## config.mk

```make
export PLATFORM = sky130hd
export DESIGN_NAME = serial_adder
export DESIGN_NICKNAME = d
export VERILOG_FILES = /design/src/rtl/serial_adder.sv
export SDC_FILE = /design/constraint.sdc
export NUM_CORES = 1
export LEC_CHECK = 0
export ABC_AREA = 1
export BUFFER_PORTS_ARGS = -buffer_cell sky130_fd_sc_hd__buf_2
export CAP_MARGIN = 20
export CELL_PAD_IN_SITES_DETAIL_PLACEMENT = 0
export CELL_PAD_IN_SITES_GLOBAL_PLACEMENT = 1
export CORE_UTILIZATION = 43
export CTS_BUF_LIST = sky130_fd_sc_hd__clkbuf_4 sky130_fd_sc_hd__clkbuf_8
export CTS_CLUSTER_DIAMETER = 150
export DETAILED_ROUTE_END_ITERATION = 7
export PLACE_DENSITY_LB_ADDON = 0.1
export SLEW_MARGIN = 30
export SYNTH_ARGS = -nofsm -noshare
export SYNTH_HDL_FRONTEND = slang
export SYNTH_SLANG_ARGS = --single-unit
```

## constraint.sdc

```tcl
create_clock -name clk -period 1.8 [get_ports clk]
set_input_delay 0 -clock clk [delete_from_list [all_inputs] [get_ports clk]]
set_output_delay 0 -clock clk [all_outputs]
set_load 0.01 [all_outputs]
```

## src/rtl/serial_adder.sv

```systemverilog
// Bit-serial WIDTH-bit adder: one full-adder slice per clock, LSB first, registered carry between bits.
// Latency: operands accepted at edge T, out_valid first high after edge T+WIDTH; one result per WIDTH+2 cycles.
// Backpressure: out_ready low holds DONE with sum/carry frozen; in_ready is high only in IDLE.
// SERIAL_ADDER_SUB_EN adds the sub port for a - b (b inverted, carry-in 1).
module serial_adder #(
    parameter int WIDTH = 16,
    parameter int CNT_W = 5
) (
    input  logic             clk,
    input  logic             rst_n,
    input  logic             in_valid,
    output logic             in_ready,
    input  logic [WIDTH-1:0] a,
    input  logic [WIDTH-1:0] b,
`ifdef SERIAL_ADDER_SUB_EN
    input  logic             sub,
`endif
    output logic             out_valid,
    input  logic             out_ready,
    output logic [WIDTH-1:0] sum,
    output logic             carry,
    output logic             busy
);

    typedef enum logic [1:0] {
        IDLE = 2'd0,
        RUN  = 2'd1,
        DONE = 2'd2
    } state_t;

    state_t state;
    state_t state_nx;

    logic [WIDTH-1:0] a_sh;
    logic [WIDTH-1:0] b_sh;
    logic [WIDTH-1:0] res_sh;
    logic [WIDTH-1:0] res_nx;
    logic             c;
    logic [CNT_W-1:0] count;
    logic             last;

    logic [WIDTH-1:0] b_ld;
    logic             c_init;

`ifdef SERIAL_ADDER_SUB_EN
    // Two's-complement subtract: add ~b with a carry-in of one.
    assign b_ld   = sub ? ~b : b;
    assign c_init = sub;
`else
    assign b_ld   = b;
    assign c_init = 1'b0;
`endif

    // Full adder built from two half-adder stages plus an OR.
    logic hs1, hc1, s, hc2, c_nx;
    assign hs1  = a_sh[0] ^ b_sh[0];
    assign hc1  = a_sh[0] & b_sh[0];
    assign s    = hs1 ^ c;
    assign hc2  = hs1 & c;
    assign c_nx = hc1 | hc2;

    assign res_nx = {s, res_sh[WIDTH-1:1]};
    assign last   = (count == CNT_W'(WIDTH - 1));

    assign in_ready  = (state == IDLE);
    assign out_valid = (state == DONE);
    assign busy      = (state != IDLE);

    always_ff @(posedge clk or negedge rst_n) begin
        if (!rst_n) begin
            state <= IDLE;
        end else begin
            state <= state_nx;
        end
    end

    always_comb begin
        state_nx = state;
        case (state)
            IDLE:    if (in_valid) state_nx = RUN;
            RUN:     if (last) state_nx = DONE;
            DONE:    if (out_ready) state_nx = IDLE;
            default: state_nx = IDLE;
        endcase
    end

    always_ff @(posedge clk or negedge rst_n) begin
        if (!rst_n) begin
            a_sh   <= '0;
            b_sh   <= '0;
            res_sh <= '0;
            c      <= 1'b0;
            count  <= '0;
            sum    <= '0;
            carry  <= 1'b0;
        end else if ((state == IDLE) && in_valid) begin
            a_sh  <= a;
            b_sh  <= b_ld;
            c     <= c_init;
            count <= '0;
        end else if (state == RUN) begin
            a_sh   <= a_sh >> 1;
            b_sh   <= b_sh >> 1;
            res_sh <= res_nx;
            c      <= c_nx;
            count  <= count + 1'b1;
            // Outputs only move on the final bit so they stay frozen through DONE.
            if (last) begin
                sum   <= res_nx;
                carry <= c_nx;
            end
        end
    end

endmodule

```

==> metrics list, run 1 <==
- In this run the worst hold path is classified as in -> reg.
- Share of the yosys chip area belonging to registers: 60.8%
- Yosys synthesis warning count: 0
- Final Net Count: 465
* Net count after synthesis: 375
- Max-cap violations in this run came to 0.
- At the placement stage, the worst setup path has a slack of 0.265 ns.
- STA puts the critical path data required time at 2.00 ns.
- Worst Setup End Kind: flip-flop
- Clock Path Buffers: 2
- Worst R2R Start: count[0]
* X dimension of the die: 85.0 um
- Area taken by flip-flops and latches: 1800 um2
- First-pass GRT wire length: 10200 um
- Worst Hold End: count[2]
- A synthesized cell averages 8.82 um2.
- Pin count of the biggest net entering global routing: 41
- Family with the most delay on the worst path: adder cells
- Number of global-route vias before repair: 2295
- Post CTS Setup Buffer Count: 0
* Hold Path Cell Cnt: 4
* Worst-case clock skew: 0.00714 ns
- # clock sinks: 72
- Once the clock tree was built, the resizer swapped 0 gates to a different size.
* Worst-case setup margin in the final layout: 0.271 ns
- Reported leakage power: 1.95 nW
* Input/output buffers: 55
- Starting utilization of the core area: 45.6%
- Buffers inserted to repair hold after CTS numbered 34.
- The slowest stage of the critical path is the sky130_fd_sc_hd__dfrtp_1 cell.
* IO Count: 56
- CTS tree: built
- Clock Pin Slew Worst Setup and Hold Paths: 0.07 ns
- Cell area after technology mapping: 2960 um2
- Max Transition Viols Final: 0
- Result of the run: completed
* Maximum fanout count along the critical path: 34
- The final critical path takes up 84.9% of the cycle.
- In this run the remaining antenna-violating nets after routing total 0.
- Placeable core area: 6490 um2
* Wire length reported by the detailed router: 5850 um
- Counting cells, the worst reg-to-reg path comes to 6.
- For this run, the total global-route usage over all layers was measured as 18.1%.
- Critical path's largest stage delay: 0.41 ns
- Vert. Die Dim: 85.0 um
- Synthesis instantiated 19 different standard cells from the library.
* Cell mode on critical path: sky130_fd_sc_hd__ha_1
- Number of storage elements in the synthesis netlist: 72
* Worst max-slew margin expressed relative to the limit: 71.0%
- In this run the register-to-register setup slack is 0.27 ns.
- CTS Root Buffer Type: sky130_fd_sc_hd__clkbuf_8
- The first detailed-routing pass took 4 iterations.
* Achievable clock frequency: 0.654 GHz
- The die covers 7230 um2.
* RSZ-0062 raised after global routing: false
- Initial DRC count: 104
* Final routed DRC violation total: 0
- Buffers inserted during clock tree synthesis total 9.
- Routed WL per cell: 11.5 um
- The worst setup path is of the reg -> reg kind.
- Buffering stage count on the worst path with inverters included: 0
* Data arrival time of the critical path: 1.73 ns
- Via/cell ratio: 4.66
- Gate Count Post-Synth: 336
- Hold wc startpoint: in_valid
- Number of rows in the core area: 29
- STA classifies the critical path startpoint as a flip-flop.
* Number of H-tree levels: 3
* Clock insertion delay at the later pin of the skew report: 0.33 ns
- Layout-stage area growth over the synthesis result: 30.0%
* Fraction of layout instances using a drive strength above 1: 18.8%
- Setup violations remaining at the end of the flow were counted as 0.
- Antenna diode instance count: 0
* GRT overflow: 0
- Number of antenna violations at the first check in global routing: 0
- Power spread over the standard cell area amounts to 1410 nW/um2.
- DP HPWL: 3540 um
- Across all layers, the routed design uses 2364 vias.
* Count of filler cells inserted in the layout: 623
* Setup tns final: 0 ns
* Final period demand of the worst path: 1.53 ns
* Slew of the pin with the lowest slew margin: 0.436 ns
* Cell breakdown of the critical path: ha_1, nand2_1, nor2_1, ha_1, nand2_4, o31ai_1
- The worst-case IR drop observed on VDD is 0.905 mV.
- The worst register-to-register path ends at state[1].
- Multi-input logic area: 981 um2
- The number of hold-slack violations in the final timing report was 0.
* Gpl congestion: 0.721
flip-flops by register name, indices dropped and copies added, names as in the netlist:
signal	flops
carry	1
b_sh	16
sum	16
c	1
count	5
state	2
a_sh	16
res_sh	15
worst reg2reg max path: cells and delay by family, from the launching register on:
| kind | cells | cell delay, ns |
|---|---|---|
| DFF | 1 | 0.41 |
| AOI/OAI and AO/OA | 1 | 0.14 |
| and+or+nand+nor | 3 | 0.39 |
| adders and majority gates | 2 | 0.45 |
metrics by stage:
stage | total power (W) | hold WS (ns) | area (um2) | instances | utilization (%)
after global placement | 0.00415 | -0.0196 | 3320 | 458 | 51.0
after global routing | 0.00586 | 0.0966 | 3850 | 507 | 59.3
after detailed placement | 0.00418 | -0.0266 | 3320 | 458 | 51.0
after floorplan | 0.00365 | -0.296 | 2960 | 336 | -
after CTS | 0.00551 | 0.0656 | 3850 | 507 | 59.3
final | 0.00542 | 0.0768 | 3850 | 507 | 59.3
cells in the mapped netlist:
master	instances	area, um2
sky130_fd_sc_hd__ha_1	2	25.0
sky130_fd_sc_hd__nand2_1	144	541
sky130_fd_sc_hd__inv_2	1	3.75
sky130_fd_sc_hd__nor2_2	1	6.26
sky130_fd_sc_hd__inv_4	1	6.26
sky130_fd_sc_hd__o21ai_1	16	80.1
sky130_fd_sc_hd__fa_1	1	20.0
sky130_fd_sc_hd__nor2_1	4	15.0
sky130_fd_sc_hd__o21ai_0	20	100
sky130_fd_sc_hd__nand3_1	32	160
sky130_fd_sc_hd__o21ai_2	1	8.76
sky130_fd_sc_hd__o31ai_1	1	7.51
sky130_fd_sc_hd__nand2_4	1	11.3
sky130_fd_sc_hd__inv_1	23	86.3
sky130_fd_sc_hd__clkbuf_1	3	11.3
sky130_fd_sc_hd__nand2_2	1	6.26
sky130_fd_sc_hd__dfrtp_1	72	1800
sky130_fd_sc_hd__buf_2	10	50.1
sky130_fd_sc_hd__buf_6	2	22.5
worst max path at each step:
stage              from  endpoint  slack [ns]  cells after the start
5_1_grt        count[0]   sum[11]        0.10                      7
6_report       count[0]  state[1]        0.27                      6
3_5_place_dp   count[0]  state[1]        0.27                      6
3_3_place_gp   count[0]  state[1]        0.33                      6
4_1_cts        count[0]  state[1]        0.26                      6
2_1_floorplan  count[0]   sum[10]        0.44                      8
power breakdown:
part / internal (W) / total (W) / leakage, nW / switching (W)
combinational: 0.000653 / 0.00161 / 0.924 / 0.000959
sequential: 0.00224 / 0.00256 / 0.938 / 0.000329
clock: 0.000667 / 0.00125 / 0.0904 / 0.000579
total: 0.00356 / 0.00542 / 1.95 / 0.00187
layout by cell type, fill, tap and decap left out:
| cell | Yosys | layout |
|---|---|---|
| sky130_fd_sc_hd__nand2_1 | 144 | 144 |
| sky130_fd_sc_hd__dfrtp_1 | 72 | 72 |
| sky130_fd_sc_hd__buf_2 | 10 | 54 |
| sky130_fd_sc_hd__dlygate4sd3_1 | 0 | 34 |
| sky130_fd_sc_hd__nand3_1 | 32 | 32 |
| sky130_fd_sc_hd__inv_1 | 23 | 23 |
| sky130_fd_sc_hd__o21ai_0 | 20 | 20 |
| sky130_fd_sc_hd__o21ai_1 | 16 | 16 |
| sky130_fd_sc_hd__clkbuf_8 | 0 | 10 |
| sky130_fd_sc_hd__nor2_1 | 4 | 4 |
| sky130_fd_sc_hd__buf_4 | 0 | 4 |
| sky130_fd_sc_hd__clkinvlp_4 | 0 | 3 |
| sky130_fd_sc_hd__ha_1 | 2 | 2 |
| sky130_fd_sc_hd__buf_12 | 0 | 2 |
| sky130_fd_sc_hd__nor2_2 | 1 | 1 |
| sky130_fd_sc_hd__inv_2 | 1 | 1 |
| sky130_fd_sc_hd__o21ai_2 | 1 | 1 |
| sky130_fd_sc_hd__nand2_2 | 1 | 1 |
| sky130_fd_sc_hd__inv_4 | 1 | 1 |
| sky130_fd_sc_hd__nand2_4 | 1 | 1 |
| sky130_fd_sc_hd__o31ai_1 | 1 | 1 |
| sky130_fd_sc_hd__fa_1 | 1 | 1 |
| sky130_fd_sc_hd__clkinv_2 | 0 | 1 |
| sky130_fd_sc_hd__bufinv_16 | 0 | 1 |
logic make-up (layout without fill, tap and decap cells):
logic type      count (synthesis)  after routing  synth area share, %
compound gates                 38             38                 6.63
buf+inv                        40            134                 6.08
simple gates                  183            183                 25.0
flops                          72             72                 60.8
fa+ha+maj                       3              3                 1.52
area by class of cell:
cell class	instances	share of cell area, %
inverter	25	2.50
multi-input combinational	224	25.5
sequential	72	46.8
timing repair buffer	94	17.7
clock buffer	10	3.57
clock inverter	5	1.49
tap	77	2.50
routing by layer:
layer / share of wire, % / vias to the layer above / global-route usage (%)
met3: 3.6 / 9 / 3.21
li1: - / 1233 / -
met5: 0 / - / 0
met1: 50 / 1073 / 24.8
met4: 1.8 / 0 / 8.32
met2: 44 / 49 / 28.2
Power figures use the tool's default switching activity.
==> inputs of run 2 (changes only) <==
Settings changed: ABC_AREA 1 to 0, CORE_UTILIZATION 43 to 44.
Clock period 1.8 ns to 1.5 ns, I/O delays scaled along.
==> run 2 against run 1 <==
  * Die area shrank 3.5%
  * Fmax up 2.5%
  * Clock skew down 0.0016 ns
  * Total power up 42%
  * Register-to-register slack worse by 0.26 ns
  * Via count fell by 4.4%
  * Combinational power increased by 53%
==> metrics list, run 2 <==
- Summed over all instances, the cell type with the most area after synthesis is sky130_fd_sc_hd__dfrtp_1.
- The detailed-route vias per instance was 4.91 (+5.3%).
- Final clock period utilization by the worst path: 99.4% (+14 points)
- The average cell area after synthesis was 10.5 um2 (+19%).
- Vert. Die Dim: 83.5 um (-1.8%)
- In the post-synthesis netlist, the biggest area contributors are sky130_fd_sc_hd__dfrtp_1 62%, sky130_fd_sc_hd__nand2_1 15%, sky130_fd_sc_hd__a22oi_1 7.7%.
- Pin count of the biggest net entering global routing: 35 (-15%)
- Cell Pwr Density: 1880 nW/um2 (+34%)
- The number of library cell types mapped by synthesis was 24 (+5).
* Starting utilization of the core area: 45.8% (+0.15 points)
- Buffering stage count on the worst path with inverters included: 0 (unchanged)
- After synthesis, the most frequently instantiated cells are 115 x sky130_fd_sc_hd__nand2_1, 72 x sky130_fd_sc_hd__dfrtp_1, 30 x sky130_fd_sc_hd__a22oi_1.
* R2r worst-path depth: 5 (-1)
* CP Launch Type: flip-flop
- The total of buffers placed on input and output ports came to 55 (unchanged).
* Final Net Count: 417 (-10%)
- The wire length of the first global-routing pass came to 10800 um (+5.7%).
* Reported leakage power: 2.18 nW (+12%)
* CTS tree: built
* Maximum fanout count along the critical path: 9 (-74%)
* Final hold viol count: 0 (unchanged)
- Net count after synthesis: 317 (-15%)
* RSZ-0062 raised after global routing: true
- The number of warnings issued by yosys is 0 (unchanged).
- IO Count: 56 (unchanged)
- The max-capacitance violation count was 0 (unchanged).
- The worst clock skew came to 0.00553 ns (-0.00161 ns).
* Clock Pin Slew Worst Setup and Hold Paths: 0.07 ns (about the same)
* Clock insertion delay at the later pin of the skew report: 0.35 ns (+0.02 ns)
* # clock sinks: 72 (unchanged)
- Worst-case setup margin in the final layout: 0.00892 ns (-0.262 ns)
- The final-report setup violation count was 0 (unchanged).
- The flow ran to the end, and the final reports show no timing, DRC or antenna violations.
- Share of the yosys chip area belonging to registers: 61.6% (+0.83 points)
- Leaving out fill and tap cells, the most frequent cell in the layout is sky130_fd_sc_hd__nand2_1.
- Overall die area: 6970 um2 (-3.5%)
* Most used standard cell by instance count after synthesis: sky130_fd_sc_hd__nand2_1
- The area growth from synthesis to layout is 40.0%.
- Slew of the pin with the lowest slew margin: 0.442 ns (+0.00618 ns)
* Detailed Routing Iterations Pass 1: 7 (+3)
- Antenna diode instance count: 0 (unchanged)
* Final routed DRC violation total: 0 (unchanged)
- The initial antenna violation count came to 0 (unchanged).
* Achievable clock frequency: 0.671 GHz (+2.5%)
- Fraction of layout instances using a drive strength above 1: 26.9% (+8.1 points)
- The highest ir drop seen on vdd is 1.04 mV (+15%).
* X dimension of the die: 83.5 um (-1.8%)
- Most used flip-flop cell after synthesis: sky130_fd_sc_hd__dfrtp_1
- Worst Setup End Kind: flip-flop
- The data required time of the critical path is 1.73 ns (-0.27 ns).
* Final core utilization: 64.1% (+4.8 points)
- Cell breakdown of the critical path: ha_2, and3_4, ha_4, nand2_8, mux2_1
- The total number of vias is 2259 (-4.4%).
- Number of global-route vias before repair: 2257 (-1.7%)
* Number of rows in the core area: 29 (unchanged)
* Worst slack at placement: -0.0377 ns (-0.303 ns)
- The minimum clock period was 1.49 ns (-0.0380 ns).
- The filler cell count in the final layout came to 522 (-16%).
- The number of H-tree levels came to 3 (unchanged).
* Portion of synthesized cell area occupied by the leading cell type: 61.6% (+0.83 points)
- The max-slew headroom at the worst pin was 70.5% (-0.41 points).
* Reg2Reg Setup Slack: 0.009 ns (-0.26 ns)
* Fin Hold WS: 0.129 ns (+0.0522 ns)
- On the critical path the largest part of the delay comes from adder cells.
- Cell area after technology mapping: 2920 um2 (-1.4%)
* Critical path's largest stage delay: 0.38 ns (-0.03 ns)
- Max Transition Viols Final: 0 (unchanged)
- The placeable core region came to 6390 um2 (-1.7%).
- The startpoint identified for the worst register-to-register timing path is count[1].
- The sum of net half-perimeters after detailed placement is 3840 um (+8.6%).
* Initial DRC count: 93 (-11%)
* Kind of critical path: reg -> reg
- Tot GR Track Use: 19.7% (+1.6 points)
- The number of buffers on the longest clock path is 2 (unchanged).
- The cell count after synthesis was 278 (-17%).
- Endpoint of the worst register-to-register path: sum[15]
* CTS Root Buffer Type: sky130_fd_sc_hd__clkbuf_8
* Data arrival time of the critical path: 1.72 ns (about the same)
- Cell count along the critical path: 5 (-1)
- Top Registers: a_sh (16), b_sh (16), sum (16)
- The routed wire length was 6110 um (+4.4%).
* EDFF count, synth: 0 (unchanged)
* Critical path's slowest cell: sky130_fd_sc_hd__dfrtp_1
- Post-detailed-route count of antenna-violating nets: 0 (unchanged)
- The total global routing overflow came to 0 (unchanged).
- Commonest cells after routing, fill and taps aside: 115 x sky130_fd_sc_hd__nand2_1, 72 x sky130_fd_sc_hd__dfrtp_1, 54 x sky130_fd_sc_hd__buf_2
* Number of storage elements in the synthesis netlist: 72 (unchanged)
- The setup total negative slack was 0 ns (unchanged).
* Number of buffers created by CTS: 9 (unchanged)
* Total power after layout: 0.00770 W (+42%)
* Gpl congestion: 0.694 (-3.8%)
- Worst Hold Class: in -> async
* Critical Path End: sum[15]
* Routed WL per cell: 13.3 um (+15%)
* Critical Path Source: count[1]
- The fraction of registers with async set or reset after synthesis came to 100% (unchanged).
[run 2: changes by cell type after synthesis, moves of 8 or more]
cell / delta
sky130_fd_sc_hd__o21ai_1: -15
sky130_fd_sc_hd__o21ai_0: -16
sky130_fd_sc_hd__mux2_1: +17
sky130_fd_sc_hd__inv_1: -20
sky130_fd_sc_hd__clkbuf_1: +8
sky130_fd_sc_hd__nand3_1: -26
sky130_fd_sc_hd__nand2_1: -29
sky130_fd_sc_hd__a22oi_1: +30
[run 2: worst min-delay path by stage]
| stage | from | endpoint | slack, ns | cells past startpoint |
|---|---|---|---|---|
| CTS | rst_n | res_sh[2] | 0.15 | 2 |
| detailed placement | rst_n | res_sh[1] | -0.02 | 1 |
| global placement | rst_n | res_sh[1] | -0.02 | 1 |
| global route | rst_n | res_sh[1] | 0.16 | 2 |
| finish | rst_n | res_sh[1] | 0.13 | 2 |
| floorplan | rst_n | a_sh[0] | -0.30 | 0 |
[run 2: layout make-up]
class	count	area [um2]	area share (%)
Inverter	3	11.3	0.275
Clock inverter	6	130	3.18
Multi-Input combinational cell	189	1140	27.9
Sequential cell	72	1800	44.0
Tap cell	77	96.3	2.35
Clock buffer	10	138	3.36
Timing Repair Buffer	103	773	18.9
[run 2: cells by family (layout without fill, tap and decap cells)]
group	after synthesis	count (layout)	synth area share, %
AOI/OAI and AO/OA	36	36	8.82
adders and majority gates	3	3	1.54
DFF	72	72	61.6
and+or+nand+nor	131	132	18.4
buffers and inverters	18	122	2.70
muxes	18	18	6.89
[run 2: per-layer routing]
layer	track usage (%)	wire [um]	vias up	share of wire [%]
met5	0	0	-	0
li1	-	-	1123	-
met1	26.3	2910	1080	48
met3	5.74	233	13	3.8
met2	31.1	2880	43	47
met4	6.47	91	0	1.5
[run 2: per-stage QoR]
step	cell area [um2]	cells
after detailed placement	3450	408
after global routing	4090	460
after CTS	4080	459
final	4090	460
after global placement	3450	408
after floorplan	2990	278
[run 2: timing repair]
action,4_1_cts,5_1_grt
hold endpoints to repair,90,0
gates resized for setup,3,0
gates cloned,1,0
hold buffers,34,0
buffers inserted,0,1
setup endpoints to repair,17,14
[run 2: power breakdown]
group / leakage [nW] / internal, W / switching [W]
Clock: 0.136 / 0.00131 / 0.000708
Combinational: 1.10 / 0.00116 / 0.00130
Sequential: 0.940 / 0.00275 / 0.000475
